## src/rtl/loader_pkg.sv

```systemverilog
// Shared types and sizing for the instruction-memory loader.
package loader_pkg;

    typedef enum logic [2:0] {
        IDLE,
        LEN0,
        LEN1,
        LOAD,
        CSUM,
        DONE,
        ERR
    } state_t;

    localparam int unsigned BYTES_PER_WORD = 4;
    localparam int unsigned LEN_WIDTH      = 16;
    localparam int unsigned CSUM_WIDTH     = 8;

endpackage

```

## src/rtl/word_assembler.sv

```systemverilog
// Packs accepted payload bytes LSB-first into words; pulses word_valid
// for one cycle after the last byte lane of a word has been accepted.
module word_assembler
    import loader_pkg::*;
#(
    parameter int unsigned DATA_WIDTH = 32
) (
    input  logic                  clk,
    input  logic                  rst,
    input  logic                  clear,
    input  logic                  byte_en,
    input  logic [7:0]            byte_data,
    output logic                  lane_last,
    output logic                  word_valid,
    output logic [DATA_WIDTH-1:0] word
);

    localparam int unsigned LANE_W = $clog2(BYTES_PER_WORD);

    logic [LANE_W-1:0]     lane;
    logic [DATA_WIDTH-9:0] sr;

    assign lane_last = (lane == LANE_W'(BYTES_PER_WORD - 1));

    always_ff @(posedge clk or negedge rst) begin
        if (!rst) begin
            lane       <= '0;
            sr         <= '0;
            word_valid <= 1'b0;
            word       <= '0;
        end else if (clear) begin
            lane       <= '0;
            sr         <= '0;
            word_valid <= 1'b0;
        end else begin
            word_valid <= byte_en && lane_last;
            if (byte_en) begin
                lane <= lane + LANE_W'(1);
                if (lane_last) begin
                    word <= {byte_data, sr};
                end else begin
                    sr <= {byte_data, sr[DATA_WIDTH-9:8]};
                end
            end
        end
    end

endmodule

```

## src/rtl/imem_loader.sv

```systemverilog
// Receives a framed program image (length, LE words, XOR checksum), writes it
// into inst_mem and holds the CPU in reset until the image is verified.
module imem_loader
    import loader_pkg::*;
#(
    parameter int unsigned DATA_WIDTH = 32,
    parameter int unsigned ADDR_WIDTH = 12,
    parameter int unsigned BASE_ADDR  = 0,
    parameter int unsigned TIMEOUT    = 1024
) (
    input  logic                  clk,
    input  logic                  rst,
    input  logic                  start,
    input  logic                  byte_valid,
    input  logic [7:0]            byte_data,
    output logic                  byte_ready,
    output logic                  wr_en,
    output logic [ADDR_WIDTH-1:0] wr_addr,
    output logic [DATA_WIDTH-1:0] wr_data,
    output logic                  cpu_rst,
    output logic                  done,
    output logic                  err,
    output logic [15:0]           word_count
);

    localparam int unsigned CAPACITY = 2 ** (ADDR_WIDTH - 2);
    localparam int unsigned TW       = $clog2(TIMEOUT + 1);

    state_t                state, state_nxt;
    logic                  accept, frame_start, pay_byte;
    logic                  lane_last, last_word, timed_out;
    logic [7:0]            len_lo;
    logic [LEN_WIDTH-1:0]  length, len_full;
    logic [CSUM_WIDTH-1:0] csum;
    logic [TW-1:0]         timer;

    assign accept      = byte_valid && byte_ready;
    assign frame_start = start && (state == IDLE || state == DONE || state == ERR);
    assign pay_byte    = accept && (state == LOAD);
    assign len_full    = {byte_data, len_lo};
    assign timed_out   = !accept && (timer == TW'(TIMEOUT - 1));
    // word_count is always caught up here: the previous word's strobe lands
    // at least three cycles before the next word's final byte can arrive.
    assign last_word   = (word_count + 16'd1) == length;

    word_assembler #(
        .DATA_WIDTH(DATA_WIDTH)
    ) u_asm (
        .clk       (clk),
        .rst       (rst),
        .clear     (frame_start),
        .byte_en   (pay_byte),
        .byte_data (byte_data),
        .lane_last (lane_last),
        .word_valid(wr_en),
        .word      (wr_data)
    );

    always_ff @(posedge clk or negedge rst) begin
        if (!rst) begin
            state <= IDLE;
        end else begin
            state <= state_nxt;
        end
    end

    always_comb begin
        state_nxt  = state;
        byte_ready = 1'b0;
        cpu_rst    = 1'b0;
        done       = 1'b0;
        err        = 1'b0;
        case (state)
            IDLE: begin
                if (start) state_nxt = LEN0;
            end
            LEN0: begin
                byte_ready = 1'b1;
                cpu_rst    = 1'b1;
                if (accept) state_nxt = LEN1;
            end
            LEN1: begin
                byte_ready = 1'b1;
                cpu_rst    = 1'b1;
                if (accept) begin
                    if (len_full == '0)                      state_nxt = CSUM;
                    else if ({16'd0, len_full} > CAPACITY)   state_nxt = ERR;
                    else                                     state_nxt = LOAD;
                end
            end
            LOAD: begin
                byte_ready = 1'b1;
                cpu_rst    = 1'b1;
                if (accept && lane_last && last_word) state_nxt = CSUM;
            end
            CSUM: begin
                byte_ready = 1'b1;
                cpu_rst    = 1'b1;
                if (accept) state_nxt = (byte_data == csum) ? DONE : ERR;
            end
            DONE: begin
                done = 1'b1;
                if (start) state_nxt = LEN0;
            end
            ERR: begin
                err     = 1'b1;
                cpu_rst = 1'b1;
                if (start) state_nxt = LEN0;
            end
            default: state_nxt = IDLE;
        endcase
        if (byte_ready && timed_out) state_nxt = ERR;
    end

    always_ff @(posedge clk or negedge rst) begin
        if (!rst) begin
            len_lo     <= '0;
            length     <= '0;
            csum       <= '0;
            timer      <= '0;
            wr_addr    <= ADDR_WIDTH'(BASE_ADDR);
            word_count <= '0;
        end else if (frame_start) begin
            csum       <= '0;
            timer      <= '0;
            wr_addr    <= ADDR_WIDTH'(BASE_ADDR);
            word_count <= '0;
        end else begin
            if (wr_en) begin
                word_count <= word_count + 16'd1;
                wr_addr    <= wr_addr + ADDR_WIDTH'(BYTES_PER_WORD);
            end
            if (accept && state == LEN0) len_lo <= byte_data;
            if (accept && state == LEN1) length <= len_full;
            if (pay_byte) csum <= csum ^ byte_data;
            if (!byte_ready || accept || timed_out) begin
                timer <= '0;
            end else begin
                timer <= timer + TW'(1);
            end
        end
    end

endmodule

```

## config.mk

```make
export PLATFORM = sky130hd
export DESIGN_NAME = imem_loader
export DESIGN_NICKNAME = d
export VERILOG_FILES = /design/src/rtl/loader_pkg.sv /design/src/rtl/word_assembler.sv /design/src/rtl/imem_loader.sv
export SDC_FILE = /design/constraint.sdc
export NUM_CORES = 1
export LEC_CHECK = 0
export ABC_AREA = 0
export ABC_CLOCK_PERIOD_IN_PS = 2300
export BUFFER_PORTS_ARGS = -buffer_cell sky130_fd_sc_hd__buf_4
export CORE_MARGIN = 5
export CORE_UTILIZATION = 40
export CTS_BUF_LIST = sky130_fd_sc_hd__clkbuf_16
export CTS_CLUSTER_SIZE = 12
export DETAILED_ROUTE_END_ITERATION = 10
export PLACE_DENSITY = 0.61
export SLEW_MARGIN = 30
export SYNTH_ARGS = -nofsm -noshare
export SYNTH_HDL_FRONTEND = slang
export SYNTH_HIERARCHICAL = 1
export SYNTH_SLANG_ARGS = --single-unit
```

## constraint.sdc

```tcl
create_clock -name clk -period 2.3 [get_ports clk]
set_input_delay 0.345 -clock clk [delete_from_list [all_inputs] [get_ports clk]]
set_output_delay 0.345 -clock clk [all_outputs]
set_load 0.01 [all_outputs]
```

==> results.json, run 1 <==
{
  "run_status": "complete, no violations",
  "htree_num_levels": 4,
  "crit_start": "word_count[9]",
  "area_growth_pct": 24.4,
  "antenna_found_initial": 0,
  "setup_tns_ns": 0,
  "post-dp-hpwl_mm": 9.93,
  "initial_core_util": 0.403,
  "stdcell_area_um2": 7880,
  "period_share": 0.942,
  "syn_inst": 580,
  "viasPerCell": 4.98,
  "syn_avg_cell_area_um2": 10.9,
  "fin_ws_ns": 0.134,
  "worst_pin_slew_ns": 0.674,
  "grt_use_total": 0.161,
  "grt_max_degree": 61,
  "fin_crit_ns": 2.17,
  "synth-seq-cells": 131,
  "placed_cell_area_um2": 7220,
  "core-area_um2": 15700,
  "cp-end-kind": "flip-flop",
  "synth-edff-count": 0,
  "r2r-start": "word_count[9]",
  "cts.sinks": 131,
  "grt_pass1_wl_mm": 23.5,
  "clkTransAtPathRegs_ns": 0.06,
  "worst_clock_skew_ns": 0.0102,
  "root_buffer": "clkbuf_16",
  "rows": 46,
  "endpoint": "state[1]",
  "ys_async_sr_fraction": 1.00,
  "final_cell_mix": "dfrtp_1 (130), buf_4 (96), nand2_1 (76), nor2_1 (60), xor2_1 (46)",
  "die_h_um": 136,
  "whs_ns": 0.221,
  "cts_made_buffers": 17,
  "antenna_left": 0,
  "via_count": 4474,
  "gp_congestion": 0.848,
  "yosysSeqAreaShare": 0.518,
  "diodes": 0,
  "wl_per_cell_um": 15.8,
  "drive_gt1_frac": 0.303,
  "die_area_um2": 18400,
  "numPortBuffers": 74,
  "fin_cells": 899,
  "drc_errors": 0,
  "synth_cell_types": 52,
  "p_leak_nw": 3.79,
  "hold_path_class": "in -> reg",
  "pin_count": 77,
  "reg2reg_slack_ns": 0.13,
  "dpl.cell_count": 868,
  "drt_wl_total_mm": 14.2,
  "fin_util": 0.501,
  "total_power_mw": 8.08,
  "start_kind": "flip-flop",
  "netlist_area_um2": 6330,
  "relSlewSlack": 0.551,
  "ctsLongestPathBuffers": 2,
  "insertion_delay_ns": 0.42,
  "timing.rr.end": "state[1]",
  "drt_iter0_markers": 284,
  "first_pass_iters": 4,
  "dp_slack_ns": 0.0731,
  "ys.flop_type": "dfrtp_1",
  "reg2reg_depth": 7,
  "ir_drop_uv": 731,
  "final_common_cell": "dfrtp_1",
  "slew_viol_final": 0,
  "cts_tree": "yes",
  "setup_violations": 0,
  "grt_pass1_vias": 4476,
  "cp.required_ns": 2.63,
  "grt_overflow": 0,
  "cap_violations": 0,
  "p_per_area_nw_per_um2": 1030,
  "max_freq_mhz": 462,
  "report.final.hold_viol_count": 0,
  "fp.dieW_um": 136,
  "cp_data_arrival_time_ns": 2.50,
  "crit_type": "reg -> reg",
  "fin_nets": 687,
  "critPathMaxFanout": 8,
  "ys_warn_count": 6
}
critical path, cell delays in order (launching register included):
cell and delay, ns:
dfrtp_1 0.51, and3_2 0.29, nand4_1 0.20, nor2_1 0.24, xnor2_1 0.15, nand2_1 0.14
o31ai_4 0.32, mux2i_1 0.23
cell usage after synthesis (2+ instances only):
| cell | number | area share |
|---|---|---|
| a21oi_1 | 33 | 0.026 |
| a21oi_2 | 4 | 0.0055 |
| and3_1 | 9 | 0.0089 |
| buf_1 | 3 | 0.0018 |
| buf_2 | 5 | 0.0040 |
| buf_4 | 2 | 0.0024 |
| buf_6 | 8 | 0.014 |
| clkbuf_1 | 10 | 0.0059 |
| dfrtp_1 | 131 | 0.52 |
| ha_1 | 4 | 0.0079 |
| inv_1 | 9 | 0.0053 |
| mux2_2 | 27 | 0.048 |
| mux2_4 | 29 | 0.069 |
| mux2i_1 | 7 | 0.011 |
| nand2_1 | 76 | 0.045 |
| nand2b_1 | 3 | 0.0030 |
| nand3_1 | 20 | 0.016 |
| nand4_1 | 8 | 0.0079 |
| nor2_1 | 63 | 0.037 |
| nor2b_1 | 4 | 0.0040 |
| nor3_1 | 6 | 0.0047 |
| nor4_1 | 5 | 0.0049 |
| nor4_2 | 2 | 0.0040 |
| o211ai_1 | 2 | 0.0024 |
| o21ai_0 | 11 | 0.0087 |
| or3_1 | 5 | 0.0049 |
| xnor2_1 | 24 | 0.033 |
| xor2_1 | 46 | 0.064 |
flip-flops by register name, summed over array words and instances, names as in the netlist, 8 cells and up:
signal and count:
u_asm/word 32, u_asm/sr 24, length 16, word_count 16
timer 11, wr_addr 10, csum 8, len_lo 8
power breakdown:
group | switching [mW] | internal [mW]
clock network | 1.01 | 1.80
registers | 0.394 | 2.76
logic | 1.14 | 0.975
worst min-delay path by stage:
stage | cells past startpoint | start | end | slack [ns]
2_1_floorplan | 0 | rst | csum[0] | 0.05
3_3_place_gp | 1 | rst | u_asm/word[28] | 0.38
3_5_place_dp | 1 | rst | u_asm/word[27] | 0.39
4_1_cts | 3 | byte_data[0] | u_asm/sr[16] | 0.21
5_1_grt | 3 | byte_data[0] | u_asm/sr[16] | 0.22
6_report | 3 | byte_data[0] | u_asm/sr[16] | 0.22
final cells by class:
type / count / area (um2)
inverters: 10 / 37.5
clock buffers: 17 / 425
repair buffers: 100 / 791
well taps: 216 / 270
clock inverters: 14 / 188
flip-flops and latches: 131 / 3280
multi-input cells: 411 / 2890
fillers: 1408 / 7830
cells by family (layout without fill, tap and decap cells):
family | count (synthesis) | after routing | share of synthesized area
AOI/OAI and AO/OA | 62 | 62 | 0.0599
xor gates and xnor gates | 70 | 70 | 0.0968
adders and majority gates | 4 | 4 | 0.00791
muxes | 63 | 63 | 0.128
DFF | 131 | 131 | 0.518
buffers and inverters | 39 | 141 | 0.0350
and+or+nand+nor | 210 | 210 | 0.154
other | 1 | 2 | 0.000592
layer usage:
metal,track usage,vias up,wire length [um]
met3,0.0318,20,488
met5,0,-,0
li1,-,2136,-
met1,0.221,2229,6720
met2,0.252,89,6740
met4,0.0666,0,239
timing repair:
item / 4_1_cts / 5_1_grt
setup buffers: 0 / 0
resized for setup: 0 / 10
hold buffers: 1 / 0
endpoints found under the hold margin: 40 / 0
setup endpoints to repair: 0 / 3
Note: power is estimated with default switching activity, not from simulation.
==> run 2: changes to the inputs <==
--- a/config.mk
+++ b/config.mk
@@ -13,6 +13,7 @@
 export CTS_BUF_LIST = sky130_fd_sc_hd__clkbuf_16
 export CTS_CLUSTER_SIZE = 12
 export DETAILED_ROUTE_END_ITERATION = 10
+export MAX_ROUTING_LAYER = met4
 export PLACE_DENSITY = 0.61
 export SLEW_MARGIN = 30
 export SYNTH_ARGS = -nofsm -noshare
==> run 2 against run 1 <==
Net effect:
- sequential power barely moved
- setup slack improved by 0.011 ns
- total power barely moved
- design area unchanged
- clock-buffer cell count did not move
- die area unchanged
- wire length fell by 0.20%
- clock skew shrank 0.0022 ns
- sequential cell count unchanged
- clock power about the same
- sequential share of layout area did not move
- critical path type unchanged
- highest routed layer unchanged
==> results.json, run 2 (synthesis results as in run 1) <==
{
  "fin_crit_ns": 2.16,
  "rows": 46,
  "numPortBuffers": 74,
  "antenna_left": 0,
  "drive_gt1_frac": 0.303,
  "wl_per_cell_um": 15.7,
  "drc_errors": 0,
  "die_h_um": 136,
  "cts_made_buffers": 17,
  "ctsLongestPathBuffers": 2,
  "gp_congestion": 0.862,
  "slew_viol_final": 0,
  "fp.dieW_um": 136,
  "worst_clock_skew_ns": 0.00794,
  "diodes": 0,
  "relSlewSlack": 0.552,
  "fin_nets": 687,
  "top_regs": "u_asm/word x32, u_asm/sr x24",
  "reg2reg_depth": 8,
  "cts_setup_buffers": 0,
  "path_cells": "buf_4, and4_2, and2_1, xnor2_1, o211ai_1, a211o_1, o31ai_4, mux2i_1",
  "initial_core_util": 0.403,
  "cp.required_ns": 2.63,
  "crit_type": "reg -> reg",
  "core-area_um2": 15700,
  "post-dp-hpwl_mm": 9.93,
  "cp.buffers_inverters": 1,
  "period_share": 0.937,
  "p_leak_nw": 3.79,
  "critPathMaxFanout": 7,
  "grt_use_total": 0.166,
  "grt_pass1_vias": 4483,
  "first_pass_iters": 5,
  "total_power_mw": 8.08,
  "cts.sinks": 131,
  "final_common_cell": "dfrtp_1",
  "insertion_delay_ns": 0.41,
  "start_kind": "flip-flop",
  "drt_wl_total_mm": 14.2,
  "cts_tree": "yes",
  "cap_violations": 0,
  "drt_iter0_markers": 303,
  "htree_num_levels": 4,
  "setup_violations": 0,
  "largest_register_ffs": 32,
  "max_freq_mhz": 464,
  "clkTransAtPathRegs_ns": 0.06,
  "grt_pass1_wl_mm": 23.5,
  "p_per_area_nw_per_um2": 1030,
  "setup_tns_ns": 0,
  "crit_family": "compound AO/OA/AOI/OAI gates",
  "ir_drop_uv": 729,
  "top_register": "u_asm/word",
  "run_status": "complete, no violations",
  "die_area_um2": 18400,
  "path_depth": 8,
  "cp-end-kind": "flip-flop",
  "cpPeakStageDelay_ns": 0.40,
  "hold-path-cell-count": 3,
  "root_buffer": "clkbuf_16",
  "worst_pin_slew_ns": 0.672,
  "report.final.hold_viol_count": 0,
  "final_cell_mix": "dfrtp_1 (130), buf_4 (96), nand2_1 (76), nor2_1 (60), xor2_1 (46)",
  "hold_path_class": "in -> reg",
  "area_growth_pct": 24.4,
  "via_count": 4447,
  "cp_data_arrival_time_ns": 2.48,
  "antenna_found_initial": 0,
  "crit_slowest_cell": "dfrtp_1",
  "viasPerCell": 4.95,
  "pin_count": 77,
  "grt_max_degree": 61,
  "grt_overflow": 0,
  "fin_util": 0.501
}
run 2: cell counts in the layout (fill, tap and decap cells not counted):
Identical to the previous run, type by type.
run 2: worst min-delay path: stages:
cell     delay [ns]
buf_4          0.14
nand2_1        0.06
a21oi_1        0.05
run 2: layout make-up:
cell class	count	area, um2
Fill cell	1408	7830
Sequential cell	131	3280
Multi-Input combinational cell	411	2890
Timing Repair Buffer	100	791
Clock buffer	17	425
Tap cell	216	270
Clock inverter	14	188
Inverter	10	37.5
run 2: path summary, 6_finish.rpt:
kind,start,endpoint,slack [ns]
setup reg to reg,word_count[0],state[1],0.14
setup / recovery,word_count[0],state[1],0.14
hold / removal,byte_data[0],u_asm/sr[16],0.23
max in group asynchronous,rst,word_count[10],1.16
hold reg to reg,u_asm/word[13],u_asm/word[13],0.51
min in group asynchronous,rst,u_asm/word[27],0.48
run 2: through the flow:
stage | hold WS [ns] | setup WS, ns | std cells | area, um2
after floorplan | 0.0494 | 0.0184 | 581 | 6370
after global routing | 0.225 | -0.00335 | 899 | 7880
after global placement | 0.378 | 0.166 | 868 | 7220
after detailed placement | 0.391 | 0.0731 | 868 | 7220
final | 0.226 | 0.144 | 899 | 7880
after CTS | 0.206 | 0.0557 | 900 | 7850
run 2: power by group:
group	switching, mW	internal [mW]
registers	0.394	2.76
clock network	1.01	1.80
logic	1.14	0.975
run 2: repair_timing:
item | 4_1_cts | 5_1_grt
hold buffers | 1 | 0
resized for setup | 0 | 10
endpoints found under the setup margin | 0 | 3
endpoints found under the hold margin | 40 | 0
run 2: metal layers:
metal	global-route usage	wire length, um
met1	0.222	6780
met2	0.252	6720
met3	0.0300	408
met4	0.0666	249
met5	-	0
==> run 3: changes to the inputs <==
--- a/config.mk
+++ b/config.mk
@@ -7,7 +7,7 @@
 export LEC_CHECK = 0
 export ABC_AREA = 0
 export ABC_CLOCK_PERIOD_IN_PS = 2300
-export BUFFER_PORTS_ARGS = -buffer_cell sky130_fd_sc_hd__buf_4
+export BUFFER_PORTS_ARGS = -buffer_cell sky130_fd_sc_hd__buf_2
 export CORE_MARGIN = 5
 export CORE_UTILIZATION = 40
 export CTS_BUF_LIST = sky130_fd_sc_hd__clkbuf_16
==> run 3 against run 2 <==
Net effect:
- total power rose by 0.30%
- critical path depth is the same
- wire length up 1.2%
- non-clock buffer count is 4 higher
- clock-buffer cell count unchanged
- combinational power down 2%
- cell count increased by 0.56%
- clock skew barely moved
- die area unchanged
- largest cell class unchanged
==> results.json, run 3 (synthesis results as in run 1) <==
{
  "run_status": "complete, no violations",
  "viasPerCell": 4.98,
  "crit_slowest_cell": "dfrtp_2",
  "final_common_cell": "dfrtp_1",
  "path_cells": "ha_4, and3_2, and3_4, xnor2_1, o211ai_1, a211o_1, o31ai_4, mux2i_1",
  "dpl.cell_count": 869,
  "fin_cells": 904,
  "path_depth": 8,
  "fin_ws_ns": 0.113,
  "fp.dieW_um": 136,
  "p_switching_mw": 2.61,
  "grt_pass1_vias": 4670,
  "core-area_um2": 15700,
  "fin_crit_ns": 2.19,
  "cts_made_buffers": 17,
  "slew_viol_final": 0,
  "pin_count": 77,
  "grt_use_total": 0.169,
  "cp.buffers_inverters": 0,
  "crit_start": "word_count[0]",
  "share_clk_of_total_power": 0.354,
  "endpoint": "state[1]",
  "antenna_found_initial": 0,
  "pwr-share-comb": 0.257,
  "multiInputGateArea_um2": 2870,
  "relSlewSlack": 0.551,
  "nFillCells": 1405,
  "drc_errors": 0,
  "setup_violations": 0,
  "drt_iter0_markers": 295,
  "grt_overflow": 0,
  "crit_type": "reg -> reg",
  "cts_tree": "yes",
  "r2r-start": "word_count[0]",
  "cpPeakStageDelay_ns": 0.45,
  "ir_drop_uv": 764,
  "drive_gt1_frac": 0.310,
  "cts.sinks": 131,
  "antenna_left": 0,
  "cp.required_ns": 2.64,
  "timing.rr.end": "state[1]",
  "hold_path_class": "in -> reg",
  "largest_register_ffs": 32,
  "gp_congestion": 0.852,
  "die_h_um": 136,
  "start_kind": "flip-flop",
  "ctsLongestPathBuffers": 2,
  "grt_pass1_wl_mm": 23.9,
  "wl_per_cell_um": 15.8,
  "htree_num_levels": 4,
  "numPortBuffers": 74,
  "final_cell_mix": "dfrtp_1 (128), nand2_1 (76), buf_2 (73), nor2_1 (61), xor2_1 (46)",
  "top_register": "u_asm/word",
  "via_count": 4503,
  "grt_max_degree": 61,
  "intPower_mw": 5.49,
  "drt_wl_total_mm": 14.3,
  "worst_clock_skew_ns": 0.00771,
  "critPathMaxFanout": 5,
  "period_share": 0.951,
  "sw_frac_of_total": 0.322,
  "report.final.hold_viol_count": 0,
  "ff_latch_area_um2": 3280,
  "die_area_um2": 18400,
  "p_leak_nw": 3.81,
  "max_freq_mhz": 457,
  "reg2reg_depth": 8,
  "diodes": 0,
  "root_buffer": "clkbuf_16",
  "cap_violations": 0,
  "top_regs": "u_asm/word x32, u_asm/sr x24",
  "clkTransAtPathRegs_ns": 0.06,
  "cp-end-kind": "flip-flop",
  "p_seq_frac": 0.389,
  "worst_pin_slew_ns": 0.674,
  "rows": 46,
  "dp_slack_ns": 0.0257,
  "first_pass_iters": 7,
  "cp_data_arrival_time_ns": 2.53,
  "crit_family": "compound AO/OA/AOI/OAI gates",
  "total_power_mw": 8.10,
  "whs_ns": 0.241,
  "reg2reg_slack_ns": 0.11,
  "insertion_delay_ns": 0.42,
  "p_per_area_nw_per_um2": 1050,
  "area_growth_pct": 22.1,
  "fin_nets": 691,
  "initial_core_util": 0.403,
  "post-dp-hpwl_mm": 9.94
}
## run 3: cell type report
cell class                 count  share of cell area
timing repair buffer         104              0.0826
sequential                   131               0.425
clock buffer                  17              0.0550
multi-input combinational    411               0.371
inverter                      10             0.00486
tap                          216              0.0350
clock inverter                15              0.0266
## run 3: layer usage
| metal | vias to the layer above | share of wire | global-route usage |
|---|---|---|---|
| met1 | 2241 | 0.47 | 0.220 |
| met5 | - | 0 | - |
| met3 | 20 | 0.030 | 0.0381 |
| met2 | 87 | 0.48 | 0.259 |
| met4 | 0 | 0.018 | 0.0638 |
| li1 | 2155 | - | - |
## run 3: worst register-to-register path, stage by stage, from the launching register on
cell	delay [ns]
dfrtp_2	0.45
ha_4	0.18
and3_2	0.19
and3_4	0.19
xnor2_1	0.14
o211ai_1	0.11
a211o_1	0.32
o31ai_4	0.29
mux2i_1	0.23
## run 3: how the worst min path moves through the flow
stage | from | end | cells after the start
after floorplan | rst | csum[0] | 0
after global placement | rst | u_asm/word[27] | 1
after detailed placement | rst | u_asm/word[27] | 1
after CTS | byte_data[0] | u_asm/sr[16] | 3
after global routing | byte_data[0] | u_asm/sr[16] | 3
final | byte_data[0] | u_asm/sr[16] | 3
## run 3: stage by stage
step                       util  TNS (ns)  instance area [um2]
after global routing      0.492   -0.0122                 7730
after detailed placement  0.449         0                 7050
after CTS                 0.489         0                 7690
after floorplan               -         0                 6370
after global placement    0.449         0                 7050
final                     0.492         0                 7730
## run 3: power by group through the flow
stage                     registers (mW)  clock network, mW  logic [mW]
final                               3.15               2.87        2.08
after floorplan                     3.07                  0        1.61
after global placement              3.17                  0        2.02
after CTS                           3.15               2.92        2.09
after global routing                3.21               3.03        2.32
after detailed placement            3.19                  0        2.08
## run 3: repair_timing
item	CTS	global route
hold buffers	1	0
endpoints found under the setup margin	0	3
endpoints found under the hold margin	35	0
gates resized for setup	0	7
setup buffers	0	2
